--- config.mk ---
export PLATFORM = sky130hd
export DESIGN_NAME = cpu0_ifetch
export DESIGN_NICKNAME = d
export VERILOG_FILES = /design/src/rtl/cpu0_pkg.sv /design/src/rtl/cpu0_ifetch_fifo.sv /design/src/rtl/cpu0_ifetch.sv
export SDC_FILE = /design/constraint.sdc
export NUM_CORES = 1
export LEC_CHECK = 0
export CAP_MARGIN = 20
export CORE_MARGIN = 5
export CORE_UTILIZATION = 35
export CTS_BUF_LIST = sky130_fd_sc_hd__clkbuf_4
export DETAILED_ROUTE_END_ITERATION = 10
export DONT_BUFFER_PORTS = 1
export PLACE_DENSITY = 0.6
export REMOVE_ABC_BUFFERS = 1
export SLEW_MARGIN = 10
export SYNTH_ARGS = -nofsm -noshare
export SYNTH_HDL_FRONTEND = slang
export SYNTH_SLANG_ARGS = --single-unit
export TNS_END_PERCENT = 50
--- constraint.sdc ---
create_clock -name clock -period 4.1 [get_ports clock]
set_input_delay 1.025 -clock clock [delete_from_list [all_inputs] [get_ports clock]]
set_output_delay 1.025 -clock clock [all_outputs]
set_load 0.005 [all_outputs]
--- src/rtl/cpu0_pkg.sv ---
// Shared CPU0 definitions: word/instruction widths, default reset PC and the
// fetch-entry record handed from instruction fetch to decode.
package cpu0_pkg;

  localparam int WORD_W  = 32;
  localparam int INSTR_W = 32;

  localparam logic [WORD_W-1:0] RESET_PC_DEFAULT = 32'h0000_0000;

  typedef struct packed {
    logic [WORD_W-1:0]  pc;
    logic [INSTR_W-1:0] word;
  } fetch_entry_t;

  localparam int FETCH_ENTRY_W = $bits(fetch_entry_t);

  function automatic logic [WORD_W-1:0] word_align(input logic [WORD_W-1:0] addr);
    return addr & ~32'h3;
  endfunction

endpackage

--- src/rtl/cpu0_ifetch_fifo.sv ---
// Synchronous prefetch FIFO with flush; DEPTH must be a power of two so the
// pointers wrap naturally.
module cpu0_ifetch_fifo #(
  parameter  int DEPTH = 4,
  parameter  int WIDTH = 64,
  localparam int AW    = $clog2(DEPTH),
  localparam int CW    = AW + 1
) (
  input  logic             clock,
  input  logic             reset_n,
  input  logic             push,
  input  logic             pop,
  input  logic             flush,
  input  logic [WIDTH-1:0] din,
  output logic [WIDTH-1:0] dout,
  output logic [CW-1:0]    count,
  output logic             full,
  output logic             empty
);

  logic [WIDTH-1:0] mem_q [DEPTH];
  logic [AW-1:0]    wr_ptr_q, wr_ptr_d;
  logic [AW-1:0]    rd_ptr_q, rd_ptr_d;
  logic [CW-1:0]    count_q, count_d;
  logic             do_push, do_pop;

  assign count = count_q;
  assign full  = (count_q == CW'(DEPTH));
  assign empty = (count_q == '0);
  assign dout  = mem_q[rd_ptr_q];

  always_comb begin
    do_pop   = pop & ~empty;
    // A full FIFO may still accept a push when the head leaves in the same cycle.
    do_push  = push & (~full | do_pop);
    wr_ptr_d = wr_ptr_q;
    rd_ptr_d = rd_ptr_q;
    count_d  = count_q;
    if (flush) begin
      wr_ptr_d = '0;
      rd_ptr_d = '0;
      count_d  = '0;
    end else begin
      if (do_push) wr_ptr_d = wr_ptr_q + AW'(1);
      if (do_pop)  rd_ptr_d = rd_ptr_q + AW'(1);
      count_d = count_q + CW'(do_push) - CW'(do_pop);
    end
  end

  always_ff @(posedge clock or negedge reset_n) begin
    if (!reset_n) begin
      wr_ptr_q <= '0;
      rd_ptr_q <= '0;
      count_q  <= '0;
    end else begin
      wr_ptr_q <= wr_ptr_d;
      rd_ptr_q <= rd_ptr_d;
      count_q  <= count_d;
    end
  end

  always_ff @(posedge clock) begin
    if (do_push && !flush) mem_q[wr_ptr_q] <= din;
  end

endmodule

--- src/rtl/cpu0_ifetch.sv ---
// CPU0 instruction fetch: one-outstanding word requests into a prefetch FIFO,
// flushed by redirects. Optional same-cycle bypass: CPU0_IFETCH_BYPASS_EN.
module cpu0_ifetch
  import cpu0_pkg::*;
#(
  parameter int                DEPTH    = 4,
  parameter logic [WORD_W-1:0] RESET_PC = RESET_PC_DEFAULT
) (
  input  logic                clock,
  input  logic                reset_n,
  output logic                mem_req,
  output logic [WORD_W-1:0]   mem_addr,
  input  logic                mem_ack,
  input  logic [INSTR_W-1:0]  mem_rdata,
  output logic                ir_valid,
  output logic [INSTR_W-1:0]  ir_data,
  output logic [WORD_W-1:0]   ir_pc,
  input  logic                ir_ready,
  input  logic                redirect,
  input  logic [WORD_W-1:0]   redirect_pc
);

  localparam int            CW      = $clog2(DEPTH) + 1;
  localparam logic [CW-1:0] DEPTH_C = CW'(DEPTH);

  logic              mem_req_q, mem_req_d;
  logic              drop_q, drop_d;
  logic [WORD_W-1:0] mem_addr_q, mem_addr_d;
  logic [WORD_W-1:0] fetch_pc_q, fetch_pc_d;
  logic [WORD_W-1:0] issue_pc;
  logic              ack_v, bypass, pop, fifo_pop, push;
  logic [CW-1:0]     fifo_count, count_next;
  logic              fifo_full, fifo_empty, unused_full;
  fetch_entry_t      head, wr_entry;

  assign mem_req     = mem_req_q;
  assign mem_addr    = mem_addr_q;
  assign unused_full = fifo_full;

  cpu0_ifetch_fifo #(
    .DEPTH (DEPTH),
    .WIDTH (FETCH_ENTRY_W)
  ) u_fifo (
    .clock   (clock),
    .reset_n (reset_n),
    .push    (push),
    .pop     (fifo_pop),
    .flush   (redirect),
    .din     (wr_entry),
    .dout    (head),
    .count   (fifo_count),
    .full    (fifo_full),
    .empty   (fifo_empty)
  );

  always_comb begin
    // An ack with no request in flight is a protocol violation and is ignored.
    ack_v = mem_ack & mem_req_q;
`ifdef CPU0_IFETCH_BYPASS_EN
    bypass = fifo_empty & ~drop_q & ack_v;
`else
    bypass = 1'b0;
`endif
    ir_valid = ~fifo_empty | bypass;
    ir_data  = '0;
    ir_pc    = '0;
    if (bypass) begin
      ir_data = mem_rdata;
      ir_pc   = mem_addr_q;
    end else if (!fifo_empty) begin
      ir_data = head.word;
      ir_pc   = head.pc;
    end

    pop           = ir_valid & ir_ready & ~redirect;
    fifo_pop      = pop & ~fifo_empty;
    push          = ack_v & ~drop_q & ~redirect & ~(bypass & pop);
    wr_entry.pc   = mem_addr_q;
    wr_entry.word = mem_rdata;
    count_next    = redirect ? '0 : fifo_count + CW'(push) - CW'(fifo_pop);

    issue_pc   = redirect ? word_align(redirect_pc) : fetch_pc_q;
    mem_req_d  = mem_req_q;
    mem_addr_d = mem_addr_q;
    fetch_pc_d = issue_pc;
    drop_d     = drop_q;
    if (mem_req_q && !mem_ack) begin
      // Request stays on the bus; a redirect only marks its data for discard.
      if (redirect) drop_d = 1'b1;
    end else begin
      drop_d    = 1'b0;
      mem_req_d = (count_next < DEPTH_C);
      if (mem_req_d) begin
        mem_addr_d = issue_pc;
        fetch_pc_d = issue_pc + 32'd4;
      end
    end
  end

  always_ff @(posedge clock or negedge reset_n) begin
    if (!reset_n) begin
      mem_req_q  <= 1'b0;
      drop_q     <= 1'b0;
      mem_addr_q <= RESET_PC;
      fetch_pc_q <= RESET_PC;
    end else begin
      mem_req_q  <= mem_req_d;
      drop_q     <= drop_d;
      mem_addr_q <= mem_addr_d;
      fetch_pc_q <= fetch_pc_d;
    end
  end

endmodule
==> results.toml <==
[detailed_routing]
wl_per_cell_um = 21.1
final_antenna_net_count = 0
drt-pass1-iter-count = 6
via_per_inst = 4.87
routed_wirelength_um = 29900
route.detailed.drc = 0
first_iter_violations = 327
vias = 6895

[sta]
max_freq_mhz = 273
maxSlewHeadroom_pct = 50.7
skew_ps = 48.1
fin_crit_sh_pct = 89.3
final_hold_viol_count = 0
min_period_ps = 3660
tightest_slew_ps = 740
final_max_slew_viol_count = 0
rsz0062_at_grt = "no"
setup_violations = 0
setup_tns_ps = 0
worst_slack_ps = 438

[worst_setup_path]
worstSetupStartpoint = "u_fifo.rd_ptr_q[0]"
r2r-start = "u_fifo.count[1]"
critPathArrivalTime_ps = 2640
cp-start-kind = "register"
crit_slowest_cell = "dfrtp_4"
cp_max_fo = 24
critPathKind = "reg -> out"
cp-end-kind = "output pin"
crit_chain = "buf_4 -> mux4_2 -> and2_1"
max_stage_delay_ps = 810
crit_required_ps = 3070

[clock_tree]
clockBufferDepth = 3
clock-sinks = 329
clock_latency_ps = 740
cts_buffers = 88
cts_hold_buf = 1
root_buffer = "clkbuf_4"
cts_tree = "built"
clkTransAtPathRegs_ps = 80
cts_resized = 0
cts_setup_buffers = 0
htree_levels = 3

[cells_and_area]
nets = 918
final_util_pct = 40.3
fin_cells = 1417
fillers = 3505
drive_above_1_share_pct = 27.4
syn_to_final_growth_pct = 13.5

[synth]
ys_types = 52
synth.top_cell.area_share_pct = 57.4
synth-edff-count = 256
syn-cell-area_mm2 = 0.0134
syn_avg_cell_area_um2 = 17.5
netlist_instances = 767
synth_area_leaders = "edfxtp_1, dfrtp_1, mux4_2"
seq_area_frac_synth_pct = 71.0
async_flop_share_pct = 22.2
yosys_warnings = 0
synth-main-ff-cell = "edfxtp_1"
yosys.area.top_type = "edfxtp_1"
yosys_register_bits = 329

[die]
io_pins = 167
rows = 71
core_area_mm2 = 0.0378
die_h_um = 206
start_util_pct = 35.5
dieArea_mm2 = 0.0423
die_w_um = 206

[worst_hold_path]
hold_class = "in -> async"

[placement]
hpwl_um = 18700
io_buffer_count = 0
dp_cells = 1259
dp_slack_ps = 682
gp_congestion = 0.733

[grt]
grt_pass1_wl_um = 45000
grtUsageTotal_pct = 14.2
antenna_found_initial = 1
grt_overflow = 0
grt_max_degree = 87
grt_pass1_vias = 7551

[power]
p_per_area_mw_per_mm2 = 606
leakagePower_nw = 5.16
peakVddDrop_v = 0.000274

[outcome]
outcome = "complete, no violations"

[flow_run]
cap_violations = 0
==> layout by cell type (no fill, tap or decap), types with 3 or more instances in the layout <==
master / Yosys / layout
a21oi_1: 16 / 16
a32o_1: 3 / 3
a32oi_1: 10 / 10
and2_1: 68 / 64
and2_4: 0 / 4
buf_12: 0 / 4
buf_4: 0 / 15
clkbuf_4: 0 / 130
clkinv_1: 0 / 15
clkinv_2: 0 / 3
dfrtp_1: 73 / 71
diode_2: 0 / 3
edfxtp_1: 256 / 256
ha_1: 9 / 9
inv_1: 10 / 10
inv_2: 0 / 3
mux2_2: 4 / 4
mux2i_1: 17 / 17
mux4_2: 64 / 64
nand2_1: 44 / 44
nand3_1: 9 / 7
nand4_1: 3 / 3
nor2_1: 16 / 16
nor2b_1: 15 / 15
nor3_1: 6 / 6
nor3b_1: 3 / 3
nor4_2: 3 / 3
o21ai_0: 31 / 31
xnor2_1: 20 / 20
xor2_1: 14 / 14
==> worst paths after layout <==
kind / end / slack [ps] / cells past startpoint
max in group asynchronous: mem_addr[0] / 3580 / 1
worst max-delay path: ir_pc[24] / 440 / 3
worst min register to register: drop_q / 480 / 1
worst max register to register: fetch_pc_q[25] / 1030 / 13
min in group clock: u_fifo.mem_q[2][29] / 380 / 0
worst min-delay path: fetch_pc_q[14] / 180 / 1
==> worst max-delay path: cells and delay by family, from the launching register on <==
kind	cells	cell delay [ps]
buf+inv	1	340
simple gates	1	190
flops	1	810
mux	1	540
==> power by group <==
group	internal, mW	total (mW)	switching (mW)
combinational	0.825	1.80	0.976
sequential	4.15	4.60	0.452
clock	1.51	2.83	1.32
==> kinds of logic after synthesis <==
logic type	count (synthesis)	share of synthesized area, %
AO/OA/AOI/OAI	73	3.54
XOR/XNOR	35	2.34
adder cells (fa/ha/maj)	10	0.990
buffers and inverters	48	1.64
flip-flops	329	71.0
multiplexers	85	12.4
AND/OR/NAND/NOR	187	8.11
==> Yosys cell counts, types with 3 or more instances <==
master and count:
buf_2 11, mux2_2 4, buf_1 7, nor2b_1 15, a32oi_1 10, a32o_1 3, clkbuf_1 17, dfrtp_1 73
nand2_1 44, xor2_1 14, nor4_2 3, o21ai_0 31, a21oi_1 16, nor2_1 16, nand3_1 9, ha_1 9
mux2i_1 17, nand4_1 3, nor3_1 6, inv_1 10, edfxtp_1 256, and2_1 68, xnor2_1 20, nor3b_1 3
mux4_2 64
==> state kept, by name, summed over array words and instances, names as in the netlist <==
signal	flops
u_fifo.mem_q	256
fetch_pc_q	32
mem_addr	32
u_fifo.count	3
u_fifo.rd_ptr_q	2
u_fifo.wr_ptr_q	2
drop_q	1
mem_req	1
==> cell type report <==
class	instances	area [um^2]	share of cell area, %
clock buffer	130	976	6.41
tap	511	639	4.20
multi-input combinational	390	3680	24.2
clock inverter	24	128	0.839
sequential	329	9520	62.6
inverter	10	37.5	0.247
timing repair buffer	20	220	1.45
antenna	3	7.51	0.0493
==> per-layer routing <==
| layer | up-vias | track usage, % | wire (um) |
|---|---|---|---|
| met5 | - | 0 | 0 |
| met4 | 0 | 5.07 | 522 |
| met3 | 47 | 6.51 | 2870 |
| met2 | 210 | 23.0 | 14300 |
| met1 | 3480 | 16.8 | 12100 |
| li1 | 3158 | - | - |
==> metrics by stage <==
stage | hold WS (ps) | area [um^2] | total power [mW]
4_1_cts | 98.1 | 15200 | 9.46
5_1_grt | 130 | 15200 | 9.85
3_5_place_dp | 462 | 14100 | 6.55
2_1_floorplan | 444 | 13200 | 5.85
3_3_place_gp | 455 | 14100 | 6.50
6_report | 180 | 15200 | 9.23
Note: power is estimated with default switching activity, not from simulation.
